`config.mk`:
```
export PLATFORM = sky130hd
export DESIGN_NAME = pc_sequencer_flat
export DESIGN_NICKNAME = d
export VERILOG_FILES = /design/src/rtl/pc_sequencer_if.sv /design/src/rtl/pc_sequencer.sv /design/src/flat_wrapper.sv
export SDC_FILE = /design/constraint.sdc
export NUM_CORES = 1
export LEC_CHECK = 0
export ABC_AREA = 1
export BUFFER_PORTS_ARGS = -buffer_cell sky130_fd_sc_hd__clkbuf_2
export CELL_PAD_IN_SITES_DETAIL_PLACEMENT = 2
export CELL_PAD_IN_SITES_GLOBAL_PLACEMENT = 2
export CORE_MARGIN = 5
export CORE_UTILIZATION = 30
export CTS_CLUSTER_SIZE = 30
export DETAILED_ROUTE_END_ITERATION = 6
export PLACE_DENSITY = 0.95
export SYNTH_ARGS = -nofsm -noshare
export SYNTH_HDL_FRONTEND = slang
export SYNTH_SLANG_ARGS = --single-unit
```
`constraint.sdc`:
```
create_clock -name clk -period 3.8 [get_ports clk]
set_input_delay 0.76 -clock clk [delete_from_list [all_inputs] [get_ports clk]]
set_output_delay 0.76 -clock clk [all_outputs]
set_load 0.01 [all_outputs]
```
`src/rtl/pc_sequencer_if.sv`:
```
// pc_sequencer_if: fetch handshake, redirect handshake and next-PC select
// bundle for pc_sequencer.
//   master (sequencer): drives imem_req, pc_out, redir_ready, s1, s0, flush
//   slave  (environment): drives en, imem_ack, jump/jr/br requests
interface pc_sequencer_if #(parameter int WIDTH = 32);
  logic             en;
  logic             imem_req;
  logic             imem_ack;
  logic [WIDTH-1:0] pc_out;
  logic             jump_valid;
  logic [WIDTH-1:0] jump_target;
  logic             jr_valid;
  logic [WIDTH-1:0] jr_target;
  logic             br_valid;
  logic             br_taken;
  logic [WIDTH-1:0] br_target;
  logic             redir_ready;
  logic             s1;
  logic             s0;
  logic             flush;

  modport master (
    input  en, imem_ack, jump_valid, jump_target, jr_valid, jr_target,
           br_valid, br_taken, br_target,
    output imem_req, pc_out, redir_ready, s1, s0, flush
  );

  modport slave (
    output en, imem_ack, jump_valid, jump_target, jr_valid, jr_target,
           br_valid, br_taken, br_target,
    input  imem_req, pc_out, redir_ready, s1, s0, flush
  );
endinterface

```
`src/rtl/pc_sequencer.sv`:
```
// pc_sequencer: owns the PC, runs the instruction fetch handshake and
// produces the registered next-PC select code {s1,s0}
// (00 seq PC+4, 01 branch, 10 jr, 11 jump).
//   clk, rst_n : clock, async active-low reset
//   bus        : pc_sequencer_if.master (fetch + redirect handshakes)
// Redirects are taken through a one-entry pending buffer; redir_ready is
// simply "buffer empty".
module pc_sequencer #(
  parameter int               WIDTH    = 32,
  parameter logic [WIDTH-1:0] RESET_PC = '0
) (
  input  logic           clk,
  input  logic           rst_n,
  pc_sequencer_if.master bus
);

  typedef enum logic { IDLE = 1'b0, FETCH = 1'b1 } state_t;

  typedef struct packed {
    logic [1:0]       code;
    logic [WIDTH-1:0] tgt;
  } redir_t;

  state_t           state, state_d;
  logic [WIDTH-1:0] pc;
  logic [1:0]       sel;
  logic             flush_q;
  logic             pend_vld;
  redir_t           pend;

  redir_t req_in, src;
  logic   req_hit, acc, ack, apply;

  // Priority pick among the redirect requests; losers are dropped.
  always_comb begin
    req_in  = '{code: 2'b00, tgt: '0};
    req_hit = 1'b0;
    if (bus.jump_valid) begin
      req_in  = '{code: 2'b11, tgt: bus.jump_target};
      req_hit = 1'b1;
    end else if (bus.jr_valid) begin
      req_in  = '{code: 2'b10, tgt: bus.jr_target};
      req_hit = 1'b1;
    end else if (bus.br_valid && bus.br_taken) begin
      req_in  = '{code: 2'b01, tgt: bus.br_target};
      req_hit = 1'b1;
    end
  end

  assign acc = req_hit & ~pend_vld;
  // imem_ack only means something while a request is outstanding.
  assign ack = (state == FETCH) & bus.imem_ack;

  // PC update source: pending buffer first, then a same-cycle redirect,
  // else sequential. In IDLE a pending redirect is applied without a fetch.
  always_comb begin
    src   = '{code: 2'b00, tgt: pc + WIDTH'(4)};
    apply = 1'b0;
    if (state == FETCH) begin
      if (ack) begin
        apply = 1'b1;
        if (pend_vld) src = pend;
        else if (acc) src = req_in;
      end
    end else if (pend_vld) begin
      apply = 1'b1;
      src   = pend;
    end
  end

  always_comb begin
    state_d = state;
    case (state)
      IDLE:    if (bus.en) state_d = FETCH;
      FETCH:   if (ack && !bus.en) state_d = IDLE;
      default: state_d = IDLE;
    endcase
  end

  always_ff @(posedge clk or negedge rst_n) begin
    if (!rst_n) state <= IDLE;
    else        state <= state_d;
  end

  always_ff @(posedge clk or negedge rst_n) begin
    if (!rst_n) begin
      pc       <= RESET_PC;
      sel      <= 2'b00;
      flush_q  <= 1'b0;
      pend_vld <= 1'b0;
      pend     <= '{code: 2'b00, tgt: '0};
    end else begin
      if (apply) begin
        pc      <= src.tgt & ~WIDTH'(3);
        sel     <= src.code;
        flush_q <= |src.code;
      end else begin
        flush_q <= 1'b0;
      end
      // A redirect applied straight from the inputs never enters the buffer.
      if (apply && pend_vld) begin
        pend_vld <= 1'b0;
      end else if (acc && !apply) begin
        pend_vld <= 1'b1;
        pend     <= req_in;
      end
    end
  end

  assign bus.imem_req    = (state == FETCH);
  assign bus.pc_out      = pc;
  assign bus.redir_ready = ~pend_vld;
  assign bus.s1          = sel[1];
  assign bus.s0          = sel[0];
  assign bus.flush       = flush_q;

endmodule

```
`src/flat_wrapper.sv`:
```
// flat-port wrapper written by rule: the top's interface ports become plain ports
module pc_sequencer_flat 
#(
  parameter int               WIDTH    = 32,
  parameter logic [WIDTH-1:0] RESET_PC = '0
)
  (clk, rst_n, bus_en, bus_imem_ack, bus_jump_valid, bus_jump_target, bus_jr_valid, bus_jr_target, bus_br_valid, bus_br_taken, bus_br_target, bus_imem_req, bus_pc_out, bus_redir_ready, bus_s1, bus_s0, bus_flush);
  pc_sequencer_if #(.WIDTH(WIDTH)) bus_i ();
  input  logic clk;
  input  logic rst_n;
  input wire logic [$bits(bus_i.en)-1:0] bus_en;
  input wire logic [$bits(bus_i.imem_ack)-1:0] bus_imem_ack;
  input wire logic [$bits(bus_i.jump_valid)-1:0] bus_jump_valid;
  input wire logic [$bits(bus_i.jump_target)-1:0] bus_jump_target;
  input wire logic [$bits(bus_i.jr_valid)-1:0] bus_jr_valid;
  input wire logic [$bits(bus_i.jr_target)-1:0] bus_jr_target;
  input wire logic [$bits(bus_i.br_valid)-1:0] bus_br_valid;
  input wire logic [$bits(bus_i.br_taken)-1:0] bus_br_taken;
  input wire logic [$bits(bus_i.br_target)-1:0] bus_br_target;
  output wire logic [$bits(bus_i.imem_req)-1:0] bus_imem_req;
  output wire logic [$bits(bus_i.pc_out)-1:0] bus_pc_out;
  output wire logic [$bits(bus_i.redir_ready)-1:0] bus_redir_ready;
  output wire logic [$bits(bus_i.s1)-1:0] bus_s1;
  output wire logic [$bits(bus_i.s0)-1:0] bus_s0;
  output wire logic [$bits(bus_i.flush)-1:0] bus_flush;
  assign bus_i.en = bus_en;
  assign bus_i.imem_ack = bus_imem_ack;
  assign bus_i.jump_valid = bus_jump_valid;
  assign bus_i.jump_target = bus_jump_target;
  assign bus_i.jr_valid = bus_jr_valid;
  assign bus_i.jr_target = bus_jr_target;
  assign bus_i.br_valid = bus_br_valid;
  assign bus_i.br_taken = bus_br_taken;
  assign bus_i.br_target = bus_br_target;
  assign bus_imem_req = bus_i.imem_req;
  assign bus_pc_out = bus_i.pc_out;
  assign bus_redir_ready = bus_i.redir_ready;
  assign bus_s1 = bus_i.s1;
  assign bus_s0 = bus_i.s0;
  assign bus_flush = bus_i.flush;
  pc_sequencer #(.WIDTH(WIDTH), .RESET_PC(RESET_PC)) u_core (.clk(clk), .rst_n(rst_n), .bus(bus_i));
endmodule
```
==> impl_metrics.json, run 1 <==
{
  "drt-initial-drc-count": 334,
  "synth-edff-count": 0,
  "setup_viol": 0,
  "port_buffers": 132,
  "h-tree-depth": 3,
  "ctsRootBufferMaster": "clkbuf_16",
  "layout_common_cells": "nand2_1, clkbuf_2, a21oi_1",
  "synth_warnings": 0,
  "routed_wl_um": 23400,
  "hp-class": "flop to flop",
  "cts_made_buffers": 9,
  "clkSlewWorstSetupHoldPaths_ps": 60,
  "whs_ps": 486,
  "clkSinkCount": 67,
  "maxCapViolCount": 0,
  "cts_setup_buffers": 0,
  "vias": 5840,
  "grt_pass1_vias": 6601,
  "clk_latency_ps": 340,
  "diodes": 0,
  "ir_drop_mv": 0.200,
  "cp.required_ps": 4040,
  "core_um2": 15900,
  "gp_congestion": 0.808,
  "worst_pin_slew_ps": 930,
  "p_per_area_nw_per_um2": 479,
  "synth_largest_area_cell": "dfrtp_1",
  "cts_buffer_depth": 2,
  "seq_area_frac_synth": 0.346,
  "async_reset_ff_frac": 1.00,
  "cts-resized-gates": 0,
  "drv_slew": 0,
  "die_w_um": 137,
  "synth_seq_cells": 67,
  "rows": 46,
  "area_delta_synth_final_pct": 22.9,
  "arrival_ps": 2780,
  "syn_avg_cell_area_um2": 6.48,
  "cts_tree": "done",
  "endpoint_kind": "flop",
  "period_minus_slack_ps": 2540,
  "syn_area_um2": 4840,
  "hold_viol": 0,
  "wire_per_inst_um": 21.5,
  "grt_pass1_wl_um": 36700,
  "track_usage": 0.252,
  "max_slew_margin": 0.380,
  "yosys-top-cells-area": "dfrtp_1, nand2_1, a21oi_1",
  "via_per_inst": 5.38,
  "drive_gt1_frac": 0.229,
  "crit_path_start_kind": "input port",
  "grt_start_max_net_pins": 68,
  "yosysTopAreaCellShare": 0.346,
  "p_leak_nw": 2.94,
  "ctsHoldBuffers": 0,
  "max_freq_ghz": 0.394,
  "first_pass_iters": 5,
  "yosys.cell_types.count": 39,
  "drc": 0,
  "io_pins": 141,
  "netlist_instances": 748,
  "final_nets": 970,
  "rsz0062_at_grt": "no",
  "period_share": 0.668,
  "layout_commonest_cell": "nand2_1",
  "status": "completed",
  "dp_hpwl_um": 16700,
  "clock_skew_ps": 8.79,
  "antenna_found_initial": 0,
  "dieArea_um2": 18800,
  "finalSetupTns_ps": 0,
  "fp.dieH_um": 137,
  "globalRouteOverflowTotal": 0,
  "worstPathMaxFanout": 30,
  "yosys_most_used_dff": "dfrtp_1",
  "worstSetupPathType": "input port to flop",
  "drtAntennaViolNets": 0,
  "start_util": 0.305
}
[final timing paths]
| path | depth (start not counted) | to | from | slack, ps |
|---|---|---|---|---|
| worst min-delay path | 2 | u_core.pend[31] | u_core.pend[31] | 490 |
| worst max register to register | 7 | u_core.pend[13] | u_core.bus.imem_req | 1360 |
| min in group asynchronous | 2 | u_core.sel[1] | rst_n | 620 |
| max in group asynchronous | 2 | u_core.pend[23] | rst_n | 2540 |
| worst max-delay path | 8 | u_core.bus.pc_out[17] | bus_jump_valid | 1260 |
| worst min register to register | 2 | u_core.pend[31] | u_core.pend[31] | 490 |
[cells by family after synthesis]
kind of cell	count (synthesis)	share of synthesized area
buffers and inverters	95	0.0816
adders and majority gates	1	0.00258
xor gates and xnor gates	6	0.0108
DFF	67	0.346
and+or+nand+nor	402	0.362
other	1	0.000774
AOI/OAI and AO/OA	176	0.196
[metrics by stage]
stage               cell area, um2  utilization  worst slack, ps  power (W)  std cells
global placement              5680        0.358             1100    0.00190       1070
floorplan                     4850            -             1920    0.00157        749
CTS                           5960        0.375             1280    0.00285       1086
finish                        5960        0.375             1260    0.00285       1086
global route                  5960        0.375             1060    0.00299       1086
detailed placement            5680        0.358              997    0.00199       1070
[worst max-delay path: stages]
cell      delay (ps)
clkbuf_2         210
inv_1            710
o21ai_0          440
nand2_1          160
nand3_1           90
nand2_1           90
nand2_1           90
a21oi_1          220
[metal layers]
layer / wire length [um] / share of wire / GRT usage / vias to the layer above
li1: - / - / - / 2666
met1: 10000 / 0.43 / 0.317 / 2906
met2: 11400 / 0.49 / 0.432 / 219
met3: 1250 / 0.054 / 0.0441 / 49
met4: 715 / 0.031 / 0.0937 / 0
met5: 0 / 0 / 0 / -
[registers in the layout, summed over array words and instances, names as in the netlist]
signal and count:
u_core.bus.flush 1, u_core.pend 32, u_core.sel 2, u_core.bus.pc_out 30, u_core.bus.imem_req 1, u_core.pend_vld 1
[area by class of cell]
type | count | area (um2)
clock buffers | 15 | 268
clock inverters | 1 | 7.51
fillers | 1964 | 9930
inverters | 57 | 214
multi-input cells | 587 | 2780
flip-flops and latches | 67 | 1680
well taps | 216 | 270
repair buffers | 143 | 743
[report_power, final]
group	leakage, nW	switching [W]	internal (W)
combinational	1.98	0.000622	0.000308
sequential	0.826	0.000227	0.000880
clock	0.130	0.000335	0.000480
[synthesized netlist by cell type (2+ instances only)]
library cell    n
nor2_1         65
nor2_4         10
a21oi_2         3
nor3_1          4
nand4_1         6
a22oi_1         3
o22ai_1         9
nand3_2         3
buf_1           2
o221ai_1        2
xor2_1          3
a21oi_1        79
nand2_2         4
o211ai_1        4
inv_2          10
nand2_1       261
clkbuf_1       13
nor2_2          5
buf_2          19
xnor2_1         3
o21ai_0        57
or2_2           3
inv_1          47
nand3_1        34
buf_4           4
a31oi_1         7
o21ai_1        10
dfrtp_1        67
Note: power is estimated with default switching activity, not from simulation.
==> run 2: changes to the inputs <==
- CORE_UTILIZATION: 30 -> 27
- PLACE_DENSITY: 0.95 -> 0.91
- clock period: 3.8 -> 2.42 ns (I/O delays scaled with it)
==> impl_metrics.json, run 2 (synthesis results as in run 1) <==
{
  "status": "completed",
  "use_met2": 0.395,
  "worstSetupPathType": "flop to flop",
  "p_per_area_nw_per_um2": 737,
  "layout_common_cells": "nand2_1, clkbuf_2, a21oi_1",
  "clk_latency_ps": 340,
  "die_w_um": 144,
  "clkSinkCount": 67,
  "hp-class": "input port to asynchronous set/reset pin",
  "grt_use_met1": 0.293,
  "detailedPlace.worstSlack_ps": 282,
  "grt_pass1_vias": 6504,
  "cts-resized-gates": 0,
  "first_pass_iters": 5,
  "rsz0062_at_grt": "no",
  "utilization": 0.339,
  "arrival_ps": 2300,
  "setup_viol": 0,
  "gr-usage-met3": 0.0456,
  "vias": 5832,
  "maxCapViolCount": 0,
  "max_slew_margin": 0.543,
  "layout_setup_ws_ps": 342,
  "ir_drop_mv": 0.374,
  "worst_pin_slew_ps": 678,
  "antenna_found_initial": 0,
  "clock_skew_ps": 7.93,
  "gp_congestion": 0.818,
  "globalRouteOverflowTotal": 0,
  "drtAntennaViolNets": 0,
  "hold_viol": 0,
  "routed_wl_um": 23700,
  "worstPathMaxFanout": 21,
  "area_delta_synth_final_pct": 24.7,
  "wire_per_inst_um": 21.4,
  "clkSlewWorstSetupHoldPaths_ps": 60,
  "grt_start_max_net_pins": 68,
  "rows": 49,
  "via_per_inst": 5.27,
  "port_buffers": 132,
  "drv_slew": 0,
  "final_nets": 978,
  "p_leak_nw": 2.99,
  "cts_buffer_depth": 2,
  "busiest_layer": "met2",
  "period_share": 0.859,
  "detailed_place.area_um2": 5780,
  "fin_cells": 1106,
  "largest_reg_flops": 32,
  "cts_tree": "done",
  "dp_hpwl_um": 16700,
  "cts_made_buffers": 9,
  "h-tree-depth": 3,
  "start_util": 0.272,
  "track_usage": 0.233,
  "stdcell_area_um2": 6040,
  "drive_gt1_frac": 0.237,
  "ctsRootBufferMaster": "clkbuf_16",
  "regMostFlops": "u_core.pend",
  "period_minus_slack_ps": 2080,
  "core_um2": 17800,
  "endpoint_kind": "flop",
  "finalSetupTns_ps": 0,
  "max_freq_ghz": 0.481,
  "diodes": 0,
  "crit_path_start_kind": "flop",
  "drc": 0,
  "ctsHoldBuffers": 0,
  "cts_setup_buffers": 0,
  "layout_commonest_cell": "nand2_1",
  "grt_pass1_wl_um": 37300,
  "drt-initial-drc-count": 323,
  "placedCellCount": 1091,
  "cp.required_ps": 2640,
  "dieArea_um2": 20700,
  "fp.dieH_um": 144,
  "io_pins": 141
}
-- run 2: layer usage --
| layer | vias up | share of wire |
|---|---|---|
| met5 | - | 0 |
| met2 | 217 | 0.49 |
| li1 | 2678 | - |
| met3 | 43 | 0.059 |
| met4 | 0 | 0.031 |
| met1 | 2894 | 0.42 |
-- run 2: final timing paths --
path	slack, ps	cells after the start	startpoint	end
max in group asynchronous	1930	2	rst_n	u_core.bus.pc_out[23]
worst min-delay path	170	2	rst_n	u_core.bus.flush
worst max register to register	340	7	u_core.bus.imem_req	u_core.bus.pc_out[16]
worst max-delay path	340	7	u_core.bus.imem_req	u_core.bus.pc_out[16]
min in group clk	340	2	bus_en	u_core.bus.imem_req
worst min register to register	490	2	u_core.pend[20]	u_core.pend[20]
-- run 2: stage by stage --
stage          power, W  hold WS, ps
5_1_grt         0.00470          198
6_report        0.00445          169
3_5_place_dp    0.00314          470
2_1_floorplan   0.00246          188
3_3_place_gp    0.00302          463
4_1_cts         0.00446          190
-- run 2: where the power goes --
| group | internal [W] | switching (W) | leakage (nW) | total, W |
|---|---|---|---|---|
| Clock | 0.000712 | 0.000522 | 0.132 | 0.00123 |
| Combinational | 0.000503 | 0.000978 | 2.03 | 0.00148 |
| Sequential | 0.00138 | 0.000356 | 0.826 | 0.00174 |
-- run 2: final cells by class --
| cell class | count | area [um2] |
|---|---|---|
| Clock inverter | 3 | 15.0 |
| Tap cell | 229 | 287 |
| Sequential cell | 67 | 1680 |
| Fill cell | 2183 | 11800 |
| Clock buffer | 12 | 246 |
| Multi-Input combinational cell | 587 | 2780 |
| Timing Repair Buffer | 151 | 828 |
| Inverter | 57 | 214 |
-- run 2: worst max-delay path: stages, from the launching register on --
cell and delay, ps:
dfrtp_1 430, buf_4 200, nor2_4 150, nor2_4 50, inv_2 360, buf_4 360
nor2_1 90, a21oi_1 300
==> run 3: changes to the inputs <==
- ABC_AREA: 1 -> not set
- CORE_UTILIZATION: 27 -> 30
- HOLD_SLACK_MARGIN: not set -> 0.1
- PLACE_DENSITY: 0.91 -> 0.93
==> impl_metrics.json, run 3 <==
{
  "status": "completed",
  "p_clk_frac": 0.299,
  "via_per_inst": 6.02,
  "maxCapViolCount": 0,
  "setup_viol": 0,
  "cp_cell_sequence": "inv_1 -> nor2_1 -> o2bb2ai_1 -> o21ai_0 -> a21oi_1",
  "synth_compound_area_frac": 0.298,
  "seq_area_frac_synth": 0.395,
  "globalRouteOverflowTotal": 0,
  "slowest_stage": "nor2_1",
  "synth_largest_area_cell": "dfrtp_1",
  "period_share": 0.962,
  "antenna_found_initial": 0,
  "regMostFlops": "u_core.pend",
  "netlist_instances": 475,
  "gp_congestion": 0.893,
  "largest_reg_flops": 32,
  "grt_start_max_net_pins": 68,
  "clk_latency_ps": 340,
  "track_usage": 0.248,
  "drv_slew": 0,
  "placedCellCount": 778,
  "layout_commonest_cell": "clkbuf_2",
  "cp_top_family": "simple AND/OR/NAND/NOR gates",
  "dp_hpwl_um": 14600,
  "detailed_place.area_um2": 5190,
  "yosys.cell_types.count": 56,
  "grt_pass1_vias": 5564,
  "yosys.area_share.simple": 0.178,
  "sw_frac_of_total": 0.374,
  "critical_path.startpoint": "u_core.pend_vld",
  "reg2reg_from": "u_core.pend_vld",
  "fin_cells": 794,
  "h-tree-depth": 3,
  "synth_top_family_by_area": "compound AO/OA/AOI/OAI gates",
  "vias": 4781,
  "rows": 43,
  "area_delta_synth_final_pct": 28.9,
  "cts-resized-gates": 0,
  "endpoint_kind": "flop",
  "reg2reg_slack_ps": 90,
  "syn_avg_cell_area_um2": 8.95,
  "max_slew_margin": 0.211,
  "synth_xor_area_frac": 0.0247,
  "io_pins": 141,
  "layout_common_cells": "clkbuf_2, dfrtp_1, o21ai_0",
  "worstPathMaxFanout": 12,
  "rsz0062_at_grt": "no",
  "yosys-top-cells-area": "dfrtp_1, o21ai_0, mux2_2",
  "power_switching_w": 0.00167,
  "final_nets": 714,
  "start_util": 0.306,
  "pwr-share-seq": 0.397,
  "p_per_area_nw_per_um2": 817,
  "first_pass_iters": 4,
  "synth_warnings": 0,
  "clkSlewWorstSetupHoldPaths_ps": 60,
  "fp.dieH_um": 129,
  "hold_viol": 0,
  "synthMostInstantiatedCell": "dfrtp_1",
  "drt-initial-drc-count": 295,
  "netlist_top_cells_count": "dfrtp_1, o21ai_0, nand2_1",
  "slowest_delay_ps": 930,
  "ir_drop_mv": 0.371,
  "synth_fa_ha_area_frac": 0.00294,
  "arrival_ps": 2590,
  "drtAntennaViolNets": 0,
  "wire_per_inst_um": 25.9,
  "synth_seq_cells": 67,
  "diodes": 0,
  "p_leak_nw": 2.44,
  "yosys_most_used_dff": "dfrtp_1",
  "finalSetupTns_ps": 0,
  "worst_pin_slew_ps": 1180,
  "crit_path_start_kind": "flop",
  "ctsHoldBuffers": 0,
  "synth-edff-count": 0,
  "ff2ff_path_depth": 5,
  "hp-class": "input port to asynchronous set/reset pin",
  "yosysTopAreaCellShare": 0.395,
  "max_freq_ghz": 0.430,
  "syn_area_um2": 4250,
  "ctsRootBufferMaster": "clkbuf_16",
  "clkSinkCount": 67,
  "port_buffers": 132,
  "core_um2": 13900,
  "worstSetupPathType": "flop to flop",
  "intPower_w": 0.00280,
  "cts_buffer_depth": 2,
  "die_w_um": 129,
  "cp.buffers_inverters": 1,
  "cts_made_buffers": 9,
  "period_minus_slack_ps": 2330,
  "power_frac_comb": 0.304,
  "cts_setup_buffers": 0,
  "async_reset_ff_frac": 1.00,
  "routed_wl_um": 20500,
  "drc": 0,
  "grt_pass1_wl_um": 31700,
  "cp.required_ps": 2680,
  "whs_ps": 181,
  "stdcell_area_um2": 5480,
  "dieArea_um2": 16600,
  "synth_mux_area_frac": 0.0477,
  "r2r_end": "u_core.bus.pc_out[8]",
  "drive_gt1_frac": 0.322,
  "cts_tree": "done",
  "clock_skew_ps": 6.10
}
[run 3: changes by cell type after synthesis, moves of 9 or more]
cell,change
a22oi_1,+13
nor2_4,-10
nand2_1,-218
o22ai_1,+9
nor2_1,-49
mux2_2,+18
inv_2,-10
nand3_1,-13
a221o_1,+15
a21oi_1,-46
inv_1,-40
[run 3: worst register-to-register path, stage by stage (launching register included)]
cell and delay (ps):
dfrtp_1 570, inv_1 180, nor2_1 930, o2bb2ai_1 250, o21ai_0 150, a21oi_1 170
[run 3: worst max path at each step]
stage / endpoint / slack [ps] / cells past startpoint
after floorplan: u_core.pend[20] / 650 / 5
after global placement: u_core.bus.pc_out[8] / 350 / 6
after detailed placement: u_core.bus.pc_out[14] / 180 / 6
after CTS: u_core.bus.pc_out[8] / 160 / 5
after global routing: u_core.bus.pc_out[8] / 30 / 5
final: u_core.bus.pc_out[8] / 90 / 5
[run 3: kinds of logic after synthesis]
group                      count (synthesis)
AOI/OAI and AO/OA                        189
xor gates and xnor gates                  12
adders and majority gates                  1
buffers and inverters                     47
DFF                                       67
muxes                                     18
other                                      1
and+or+nand+nor                          140
[run 3: metal layers]
metal  share of wire  routed length (um)  global-route usage  vias to the layer above
li1                -                   -                   -                     2087
met3           0.054                1100              0.0577                       60
met1            0.40                8290               0.292                     2437
met2            0.50               10300               0.425                      197
met5               0                   0                   0                        -
met4           0.040                 819               0.121                        0
[run 3: final cells by class]
| type | instances | area, um2 |
|---|---|---|
| Inverter | 7 | 26.3 |
| Timing Repair Buffer | 162 | 911 |
| Clock buffer | 14 | 254 |
| Sequential cell | 67 | 1680 |
| Multi-Input combinational cell | 362 | 2350 |
| Fill cell | 1516 | 8400 |
| Clock inverter | 2 | 35.0 |
| Tap cell | 180 | 225 |
[run 3: power by group through the flow]
stage	combinational, W	sequential, W	clock [W]
floorplan	0.000688	0.00170	0
global placement	0.00121	0.00172	0
detailed placement	0.00133	0.00177	0
CTS	0.00137	0.00176	0.00136
global route	0.00147	0.00180	0.00140
finish	0.00136	0.00177	0.00134
[run 3: per-stage QoR]
stage / power (W) / util / worst slack (ps)
after floorplan: 0.00239 / - / 648
after global placement: 0.00294 / 0.374 / 347
after detailed placement: 0.00309 / 0.374 / 185
after CTS: 0.00449 / 0.395 / 157
after global routing: 0.00468 / 0.395 / 26.3
final: 0.00447 / 0.395 / 92.1
